===== config.mk =====
export PLATFORM = sky130hd
export DESIGN_NAME = mem_arbiter_flat
export DESIGN_NICKNAME = d
export VERILOG_FILES = /design/src/rtl/mem_arbiter_pkg.sv /design/src/rtl/mem_arbiter_if.sv /design/src/rtl/mem_arbiter_arb_pick.sv /design/src/rtl/mem_arbiter.sv /design/src/flat_wrapper.sv
export SDC_FILE = /design/constraint.sdc
export NUM_CORES = 1
export LEC_CHECK = 0
export ABC_AREA = 1
export BUFFER_PORTS_ARGS = -buffer_cell sky130_fd_sc_hd__buf_4
export CORE_ASPECT_RATIO = 0.9
export CORE_MARGIN = 1
export CORE_UTILIZATION = 35
export CTS_CLUSTER_SIZE = 8
export DETAILED_ROUTE_END_ITERATION = 16
export GPL_TIMING_DRIVEN = 0
export HOLD_SLACK_MARGIN = 0.12
export PLACE_DENSITY = 0.67
export SETUP_SLACK_MARGIN = 0.2
export SYNTH_ARGS = -nofsm -noshare
export SYNTH_HDL_FRONTEND = slang
export SYNTH_SLANG_ARGS = --single-unit

===== constraint.sdc =====
create_clock -name clk -period 2.7 [get_ports clk]
set_clock_uncertainty 0.05 [all_clocks]
set_input_delay 0.27 -clock clk [delete_from_list [all_inputs] [get_ports clk]]
set_output_delay 0.27 -clock clk [all_outputs]
set_load 0.02 [all_outputs]

===== src/rtl/mem_arbiter_pkg.sv =====
// Shared types and constants for the fetch/data memory arbiter.
// Grant encoding is one bit so it doubles as the round-robin last-grant pointer.
package mem_arb_pkg;

    localparam int unsigned ARB_ADDR_W = 32;
    localparam int unsigned ARB_DATA_W = 32;

    typedef enum logic [2:0] {
        IDLE   = 3'd0,
        BUSY_I = 3'd1,
        BUSY_D = 3'd2,
        RESP_I = 3'd3,
        RESP_D = 3'd4
    } arb_state_e;

    localparam logic GNT_I = 1'b0;
    localparam logic GNT_D = 1'b1;

endpackage


===== src/rtl/mem_arbiter_if.sv =====
// Bus bundle between the fetch/mem stages, the arbiter and the unified memory.
// slave = arbiter view, master = environment (requesters + memory) view.
interface mem_arbiter_if
    import mem_arb_pkg::*;
#(
    parameter int unsigned ADDR_W = ARB_ADDR_W,
    parameter int unsigned DATA_W = ARB_DATA_W
);
    localparam int unsigned STRB_W = DATA_W / 8;

    logic              inst_req;
    logic [ADDR_W-1:0] inst_addr;
    logic [DATA_W-1:0] inst_rdata;
    logic              inst_ready;
    logic              inst_stall;

    logic              data_req;
    logic              data_we;
    logic [STRB_W-1:0] data_wstrb;
    logic [ADDR_W-1:0] data_addr;
    logic [DATA_W-1:0] data_wdata;
    logic [DATA_W-1:0] data_rdata;
    logic              data_ready;
    logic              data_stall;

    logic              mem_req;
    logic              mem_we;
    logic [STRB_W-1:0] mem_wstrb;
    logic [ADDR_W-1:0] mem_addr;
    logic [DATA_W-1:0] mem_wdata;
    logic [DATA_W-1:0] mem_rdata;
    logic              mem_ack;

    modport slave (
        input  inst_req, inst_addr,
        input  data_req, data_we, data_wstrb, data_addr, data_wdata,
        input  mem_rdata, mem_ack,
        output inst_rdata, inst_ready, inst_stall,
        output data_rdata, data_ready, data_stall,
        output mem_req, mem_we, mem_wstrb, mem_addr, mem_wdata
    );

    modport master (
        output inst_req, inst_addr,
        output data_req, data_we, data_wstrb, data_addr, data_wdata,
        output mem_rdata, mem_ack,
        input  inst_rdata, inst_ready, inst_stall,
        input  data_rdata, data_ready, data_stall,
        input  mem_req, mem_we, mem_wstrb, mem_addr, mem_wdata
    );

endinterface


===== src/rtl/mem_arbiter_arb_pick.sv =====
// Combinational grant select between fetch and data requests.
// ARB_RR_EN defined: alternate on contention using the last-grant pointer; else data wins.
module arb_pick
    import mem_arb_pkg::*;
(
    input  logic i_inst_req,
    input  logic i_data_req,
    input  logic i_last_gnt,
    output logic o_valid_c,
    output logic o_gnt_c
);

    assign o_valid_c = i_inst_req | i_data_req;

`ifdef ARB_RR_EN
    always_comb begin
        o_gnt_c = GNT_I;
        if (i_inst_req && i_data_req) begin
            o_gnt_c = (i_last_gnt == GNT_D) ? GNT_I : GNT_D;
        end else if (i_data_req) begin
            o_gnt_c = GNT_D;
        end
    end
`else
    logic w_unused_last_gnt;
    assign w_unused_last_gnt = i_last_gnt;
    assign o_gnt_c           = i_data_req ? GNT_D : GNT_I;
`endif

endmodule


===== src/rtl/mem_arbiter.sv =====
// Serialises fetch and load/store accesses onto one single-port memory.
// Build option ARB_RR_EN selects round-robin instead of fixed data priority.
module mem_arbiter
    import mem_arb_pkg::*;
#(
    parameter int unsigned ADDR_W = ARB_ADDR_W,
    parameter int unsigned DATA_W = ARB_DATA_W
) (
    input  logic          clk,
    input  logic          rst,
    mem_arbiter_if.slave  bus
);

    localparam int unsigned STRB_W = DATA_W / 8;

    arb_state_e        r_state,      w_state_nxt;
    logic              r_mem_req,    w_mem_req_nxt;
    logic              r_mem_we,     w_mem_we_nxt;
    logic [STRB_W-1:0] r_mem_wstrb,  w_mem_wstrb_nxt;
    logic [ADDR_W-1:0] r_mem_addr,   w_mem_addr_nxt;
    logic [DATA_W-1:0] r_mem_wdata,  w_mem_wdata_nxt;
    logic [DATA_W-1:0] r_inst_rdata, w_inst_rdata_nxt;
    logic [DATA_W-1:0] r_data_rdata, w_data_rdata_nxt;
    logic              r_inst_ready, w_inst_ready_nxt;
    logic              r_data_ready, w_data_ready_nxt;
    logic              r_last_gnt,   w_last_gnt_nxt;

    logic              w_gnt_valid;
    logic              w_gnt;

    arb_pick u_pick (
        .i_inst_req (bus.inst_req),
        .i_data_req (bus.data_req),
        .i_last_gnt (r_last_gnt),
        .o_valid_c  (w_gnt_valid),
        .o_gnt_c    (w_gnt)
    );

    // Next state plus next values of every registered output.
    always_comb begin
        w_state_nxt      = r_state;
        w_mem_req_nxt    = 1'b0;
        w_mem_we_nxt     = r_mem_we;
        w_mem_wstrb_nxt  = r_mem_wstrb;
        w_mem_addr_nxt   = r_mem_addr;
        w_mem_wdata_nxt  = r_mem_wdata;
        w_inst_rdata_nxt = r_inst_rdata;
        w_data_rdata_nxt = r_data_rdata;
        w_inst_ready_nxt = 1'b0;
        w_data_ready_nxt = 1'b0;
        w_last_gnt_nxt   = r_last_gnt;

        unique case (r_state)
            IDLE: begin
                if (w_gnt_valid) begin
                    w_mem_req_nxt  = 1'b1;
                    w_last_gnt_nxt = w_gnt;
                    if (w_gnt == GNT_D) begin
                        w_state_nxt     = BUSY_D;
                        w_mem_we_nxt    = bus.data_we;
                        w_mem_wstrb_nxt = bus.data_wstrb;
                        w_mem_addr_nxt  = bus.data_addr;
                        w_mem_wdata_nxt = bus.data_wdata;
                    end else begin
                        w_state_nxt     = BUSY_I;
                        w_mem_we_nxt    = 1'b0;
                        w_mem_wstrb_nxt = '0;
                        w_mem_addr_nxt  = bus.inst_addr;
                        w_mem_wdata_nxt = '0;
                    end
                end
            end
            BUSY_I: begin
                if (bus.mem_ack) begin
                    w_state_nxt      = RESP_I;
                    w_inst_rdata_nxt = bus.mem_rdata;
                    w_inst_ready_nxt = 1'b1;
                end else begin
                    w_mem_req_nxt = 1'b1;
                end
            end
            BUSY_D: begin
                if (bus.mem_ack) begin
                    w_state_nxt      = RESP_D;
                    w_data_rdata_nxt = bus.mem_rdata;
                    w_data_ready_nxt = 1'b1;
                end else begin
                    w_mem_req_nxt = 1'b1;
                end
            end
            RESP_I, RESP_D: begin
                w_state_nxt = IDLE;
            end
            default: begin
                w_state_nxt = IDLE;
            end
        endcase
    end

    // Reset abandons any outstanding access; the memory sees mem_req withdrawn.
    always_ff @(posedge clk) begin
        if (rst) begin
            r_state      <= IDLE;
            r_mem_req    <= 1'b0;
            r_mem_we     <= 1'b0;
            r_mem_wstrb  <= '0;
            r_mem_addr   <= '0;
            r_mem_wdata  <= '0;
            r_inst_rdata <= '0;
            r_data_rdata <= '0;
            r_inst_ready <= 1'b0;
            r_data_ready <= 1'b0;
            r_last_gnt   <= GNT_I;
        end else begin
            r_state      <= w_state_nxt;
            r_mem_req    <= w_mem_req_nxt;
            r_mem_we     <= w_mem_we_nxt;
            r_mem_wstrb  <= w_mem_wstrb_nxt;
            r_mem_addr   <= w_mem_addr_nxt;
            r_mem_wdata  <= w_mem_wdata_nxt;
            r_inst_rdata <= w_inst_rdata_nxt;
            r_data_rdata <= w_data_rdata_nxt;
            r_inst_ready <= w_inst_ready_nxt;
            r_data_ready <= w_data_ready_nxt;
            r_last_gnt   <= w_last_gnt_nxt;
        end
    end

    assign bus.mem_req    = r_mem_req;
    assign bus.mem_we     = r_mem_we;
    assign bus.mem_wstrb  = r_mem_wstrb;
    assign bus.mem_addr   = r_mem_addr;
    assign bus.mem_wdata  = r_mem_wdata;
    assign bus.inst_rdata = r_inst_rdata;
    assign bus.data_rdata = r_data_rdata;
    assign bus.inst_ready = r_inst_ready;
    assign bus.data_ready = r_data_ready;

    // Stalls are the only outputs allowed to follow the request inputs directly.
    assign bus.inst_stall = bus.inst_req & ~r_inst_ready;
    assign bus.data_stall = bus.data_req & ~r_data_ready;

endmodule

===== src/flat_wrapper.sv =====
// flat-port wrapper written by rule: the top's interface ports become plain ports
module mem_arbiter_flat import mem_arb_pkg::*;
#(
    parameter int unsigned ADDR_W = ARB_ADDR_W,
    parameter int unsigned DATA_W = ARB_DATA_W
)
  (clk, rst, bus_inst_req, bus_inst_addr, bus_data_req, bus_data_we, bus_data_wstrb, bus_data_addr, bus_data_wdata, bus_mem_rdata, bus_mem_ack, bus_inst_rdata, bus_inst_ready, bus_inst_stall, bus_data_rdata, bus_data_ready, bus_data_stall, bus_mem_req, bus_mem_we, bus_mem_wstrb, bus_mem_addr, bus_mem_wdata);
  mem_arbiter_if #(.ADDR_W(ADDR_W), .DATA_W(DATA_W)) bus_i ();
  input  logic clk;
  input  logic rst;
  input wire logic [$bits(bus_i.inst_req)-1:0] bus_inst_req;
  input wire logic [$bits(bus_i.inst_addr)-1:0] bus_inst_addr;
  input wire logic [$bits(bus_i.data_req)-1:0] bus_data_req;
  input wire logic [$bits(bus_i.data_we)-1:0] bus_data_we;
  input wire logic [$bits(bus_i.data_wstrb)-1:0] bus_data_wstrb;
  input wire logic [$bits(bus_i.data_addr)-1:0] bus_data_addr;
  input wire logic [$bits(bus_i.data_wdata)-1:0] bus_data_wdata;
  input wire logic [$bits(bus_i.mem_rdata)-1:0] bus_mem_rdata;
  input wire logic [$bits(bus_i.mem_ack)-1:0] bus_mem_ack;
  output wire logic [$bits(bus_i.inst_rdata)-1:0] bus_inst_rdata;
  output wire logic [$bits(bus_i.inst_ready)-1:0] bus_inst_ready;
  output wire logic [$bits(bus_i.inst_stall)-1:0] bus_inst_stall;
  output wire logic [$bits(bus_i.data_rdata)-1:0] bus_data_rdata;
  output wire logic [$bits(bus_i.data_ready)-1:0] bus_data_ready;
  output wire logic [$bits(bus_i.data_stall)-1:0] bus_data_stall;
  output wire logic [$bits(bus_i.mem_req)-1:0] bus_mem_req;
  output wire logic [$bits(bus_i.mem_we)-1:0] bus_mem_we;
  output wire logic [$bits(bus_i.mem_wstrb)-1:0] bus_mem_wstrb;
  output wire logic [$bits(bus_i.mem_addr)-1:0] bus_mem_addr;
  output wire logic [$bits(bus_i.mem_wdata)-1:0] bus_mem_wdata;
  assign bus_i.inst_req = bus_inst_req;
  assign bus_i.inst_addr = bus_inst_addr;
  assign bus_i.data_req = bus_data_req;
  assign bus_i.data_we = bus_data_we;
  assign bus_i.data_wstrb = bus_data_wstrb;
  assign bus_i.data_addr = bus_data_addr;
  assign bus_i.data_wdata = bus_data_wdata;
  assign bus_i.mem_rdata = bus_mem_rdata;
  assign bus_i.mem_ack = bus_mem_ack;
  assign bus_inst_rdata = bus_i.inst_rdata;
  assign bus_inst_ready = bus_i.inst_ready;
  assign bus_inst_stall = bus_i.inst_stall;
  assign bus_data_rdata = bus_i.data_rdata;
  assign bus_data_ready = bus_i.data_ready;
  assign bus_data_stall = bus_i.data_stall;
  assign bus_mem_req = bus_i.mem_req;
  assign bus_mem_we = bus_i.mem_we;
  assign bus_mem_wstrb = bus_i.mem_wstrb;
  assign bus_mem_addr = bus_i.mem_addr;
  assign bus_mem_wdata = bus_i.mem_wdata;
  mem_arbiter #(.ADDR_W(ADDR_W), .DATA_W(DATA_W)) u_core (.clk(clk), .rst(rst), .bus(bus_i));
endmodule

* Word level (Yosys, flattened, before mapping) *
Index checks and enable logic that the tools add are counted.
W data, S select, Z words.

cells by class
  eq/ne operators = 5
  reductions and logical operators = 8
  bitwise gates (word level) = 7
  muxes and demuxes = 14

operators by type and width
  kind                  number
  $mux W32              2
  $mux W3               3
  $pmux W3 S3           1
  $ne A2 B2 Y1 const B  3
  $reduce_and A2 Y1     3
  $reduce_or A2 Y1      3
  $mux W1               5
  $mux W4               1
  $not A1 Y1            4
  $eq A3 B1 Y1 const B  1
  $eq A3 B2 Y1 const B  1
  $logic_not A3 Y1      1
  $reduce_and A3 Y1     1
  $and A1 B1 Y1         2
  $mux W2               1
  $pmux W1 S2           1
  $or A1 B1 Y1          1

storage, ports and cells
  bits in registers = 139
  word-level logic and storage cells = 44
  input bits = 138
  output and inout port bits = 138

* Depth between registers and ports, before layout *
  depth in word-level cells = 4
  depth in mapped cells = 7
  depth with buffers taken out = 7

* Hierarchy *
From an unflattened synthesis, not the netlist that was laid out.

second synthesis, totals
  cells, all modules = 737
  area total of the unflattened synthesis = 5401.4 µm²

by module, submodules not included
  module       area an instance (µm²)  cells an instance  instances  seq. area each (µm²)
  mem_arbiter  5382.7                  733                1          2802.7
  arb_pick     18.8                    4                  1          0.0

* Least setup slack after synthesis *
Ideal clock, no wire load.

  path type = input -> output
  start = in bus_data_req
  end = out bus_data_stall
  cell stages on the path = 4
  buffers on the path = 2
  data required time = 2.380 ns
  setup slack = 1.371 ns
  arrival = 1.009 ns
  cells stage by stage = buf_2 > inv_2 > buf_2 > nor2_1

between the ends
  longest elaborated chain between the ends = 1

ends and longest elaborated chain
  what                line                source
  start: declaration  flat_wrapper.sv:13  input wire logic [$bits(bus_i.data_req)-1:0] bus_data_req;
  $and A1 B1 Y1       mem_arbiter.sv:141  assign bus.data_stall = bus.data_req & ~r_data_ready;
  end: declaration    flat_wrapper.sv:25  output wire logic [$bits(bus_i.data_stall)-1:0] bus_data_stall;

Every way passes these cells.

* Worst setup path after layout *
Same ends and word-level chain as after synthesis.

==> summary.md <==
| Metric | Value |
|---|---|
| Outcome | complete, no violations |
| Post-Synthesis Cells | 718 |
| Unique masters post-synth | 18 |
| Req. time, crit path | 2380 ps |
| Net Sw Frac | 31.3% |
| All-Layer GR Usage | 23.7% |
| Detailed Place HPWL | 12700 um |
| Num CTS Buffers | 17 |
| Synth Cell Area | 5320 sq um |
| Ys Warns | 0 |
| Fin util | 60.6% |
| DRC viols | 0 |
| Static leakage | 4.12 nW |
| Psw | 2.21 mW |
| Commonest non-fill, non-tap cell in the layout | buf_4 |
| Worst Min Path Start | bus_mem_rdata[23] |
| Clock group share of total power | 35.8% |
| Post-route non-filler standard cell count | 1290 |
| Clock root buffer master | clkbuf_16 |
| Worst setup path class | input pin to output port |
| Path depth of the worst reg2reg path | 6 |
| Max-slew violations | 0 |
| Core area | 14800 sq um |
| Vias in the first global route | 5708 |
| Die width | 132 um |
| Clk sink count | 139 |
| Crit path max-delay family | buffers and inverters |
| Critical path's slowest cell | buf_2 |
| Rows | 42 |
| Drt total wl | 18300 um |
| Int Pwr | 4.84 mW |
| Register Area | 2780 sq um |
| Post-CTS Repair Setup Buffers | 0 |
| Dpl cells | 1190 |
| CTS tree | built |
| Power Density | 788 nW/um^2 |
| Iteration count of the initial detailed-routing pass | 4 |
| Critical Path AT | 1230 ps |
| Fmax | 0.647 GHz |
| Worst flop-to-flop path endpoint | u_core.bus.inst_rdata[18] |
| H-tree depth | 4 |
| Multi-input gate area | 2040 sq um |
| Most frequent cells in the layout | buf_4, nand2_1, dfxtp_1 |
| Initial antenna violation count | 0 |
| # IOs | 276 |
| Sequential area share after synthesis | 52.3% |
| Fraction of layout cells with a size suffix above 1 | 31.1% |
| Flop pwr share | 35.6% |
| Grt total ovfl | 0 |
| WHS Path Cells | 3 |
| Crit share post-route | 57.3% |
| P&R area growth vs syn | 68.2% |
| R2R Setup Slk | 1210 ps |
| Hold worst-path end | u_core.bus.inst_rdata[23] |
| DRT antenna net count | 0 |
| Critical path startpoint category | input pin |
| CP Capture Type | output port |
| Slew Limit Headroom | 64.9% |
| Total chip power | 7.05 mW |
| Pin count of the biggest net entering global routing | 17 |
| Initial Utilization | 36.0% |
| Max_cap viols | 0 |
| Syn_area_per_cell | 7.41 sq um |
| DR vias/cell | 4.59 |
| Fin area | 8950 sq um |
| Tmin final | 1550 ps |
| Crit path buf inv count | 4 |
| Die ar. | 15700 sq um |
| Clk_lat worst skew | 430 ps |
| DRT iter0 DRCs | 242 |
| Placed cell area | 7630 sq um |
| Clock-pin slew on the worst setup and hold paths | 60 ps |
| Via count | 5924 |
| NumNets Final | 1217 |
| Cell chain of the critical path | buf_2 > inv_2 > buf_2 > nor2_1 > buf_4 |
| Final setup violating endpoints | 0 |
| Die Ht | 119 um |
| Antenna cells | 0 |
| FF+latch count, synth | 139 |
| WL/cell | 14.2 um |
| Syn_nets | 856 |
| Hold Vio Cnt, Final | 0 |
| Final Wtd Congestion | 0.802 |
| Worst Tran Pin Value | 526 ps |
| Count of input and output buffers | 274 |
| Max incr delay on CP | 270 ps |
| Logic gate share of total power | 28.6% |
| Worst Path Max Fanout | 10 |
| Fill cells | 1304 |
| Max clock buf depth | 2 |
| Worst ir drop on vdd | 479 uV |
| Setup TNS | 0 ps |
| RSZ-0062 raised after global routing | false |
| Reg2reg start | u_core.r_state[2] |
| Worst hold path type | input pin to flop |
| Most frequent CP cell | buf_2 |
| Global-route wire length before repair | 29100 um |
[worst max path at each step]
stage	slack, ps	depth (start not counted)	to	startpoint
2_1_floorplan	1370	4	bus_data_stall	bus_data_req
3_3_place_gp	1070	4	u_core.bus.mem_wstrb[1]	rst
3_5_place_dp	1100	4	u_core.bus.mem_wstrb[3]	rst
4_1_cts	1150	5	bus_data_stall	bus_data_req
5_1_grt	1060	5	bus_data_stall	bus_data_req
6_report	1150	5	bus_data_stall	bus_data_req
[per-layer routing]
layer,vias up,track usage (%),part of all wire (%)
met3,41,9.07,8.4
met1,2641,26.9,41
met4,0,10.7,3.1
li1,2995,-,-
met5,-,0,0
met2,247,39.5,47
[tightest hold or removal path, cell delays in order]
cell     delay [ps]
buf_4            90
o21ai_0          90
a21oi_1         120
[stage by stage]
step / setup slack (ps) / hold WS [ps]
6_report: 1150 / 122
5_1_grt: 1060 / 150
4_1_cts: 1150 / 124
3_5_place_dp: 1100 / 386
3_3_place_gp: 1070 / 382
2_1_floorplan: 1370 / 367
[layout make-up]
cell class                      count  area share, %
Sequential cell                   139           31.1
Timing Repair Buffer              342           30.6
Multi-Input combinational cell    460           22.8
Clock buffer                       23           5.45
Inverter                           70           2.93
Tap cell                          198           2.77
Buffer                             49           2.66
Clock inverter                      9           1.76
[cells by family after synthesis]
group           after synthesis  synth area share, %
compound gates              204                 19.5
flops                       139                 52.3
simple gates                256                 18.8
buf+inv                     119                 9.40
[sequential cells by signal, indices dropped and copies added, names as in the netlist]
signal,count
u_core.bus.data_ready,1
u_core.bus.inst_ready,1
u_core.bus.data_rdata,32
u_core.bus.inst_rdata,32
u_core.bus.mem_we,1
u_core.bus.mem_wdata,32
u_core.bus.mem_req,1
u_core.bus.mem_addr,32
u_core.r_state,3
u_core.bus.mem_wstrb,4
[Yosys cell counts, drive strengths merged]
master | count | area share [%]
a21oi | 136 | 13
nor2 | 10 | 1.2
dfxtp | 139 | 52
clkbuf | 19 | 1.3
o21ai | 67 | 6.3
inv | 70 | 4.9
nand4 | 1 | 0.12
nand2 | 241 | 17
nand3 | 4 | 0.38
buf | 30 | 3.1
o211ai | 1 | 0.24
[power groups by stage]
stage | combinational (mW) | sequential (mW) | clock [mW]
6_report | 2.02 | 2.51 | 2.53
5_1_grt | 2.19 | 2.55 | 2.66
4_1_cts | 2.02 | 2.51 | 2.57
3_5_place_dp | 1.94 | 2.55 | 0
3_3_place_gp | 1.93 | 2.54 | 0
2_1_floorplan | 0.735 | 2.88 | 0
[timing repair]
item                      CTS  global route
hold buffers               68             0
resized for setup           0             0
hold endpoints to repair   95             0
Power figures use the tool's default switching activity.
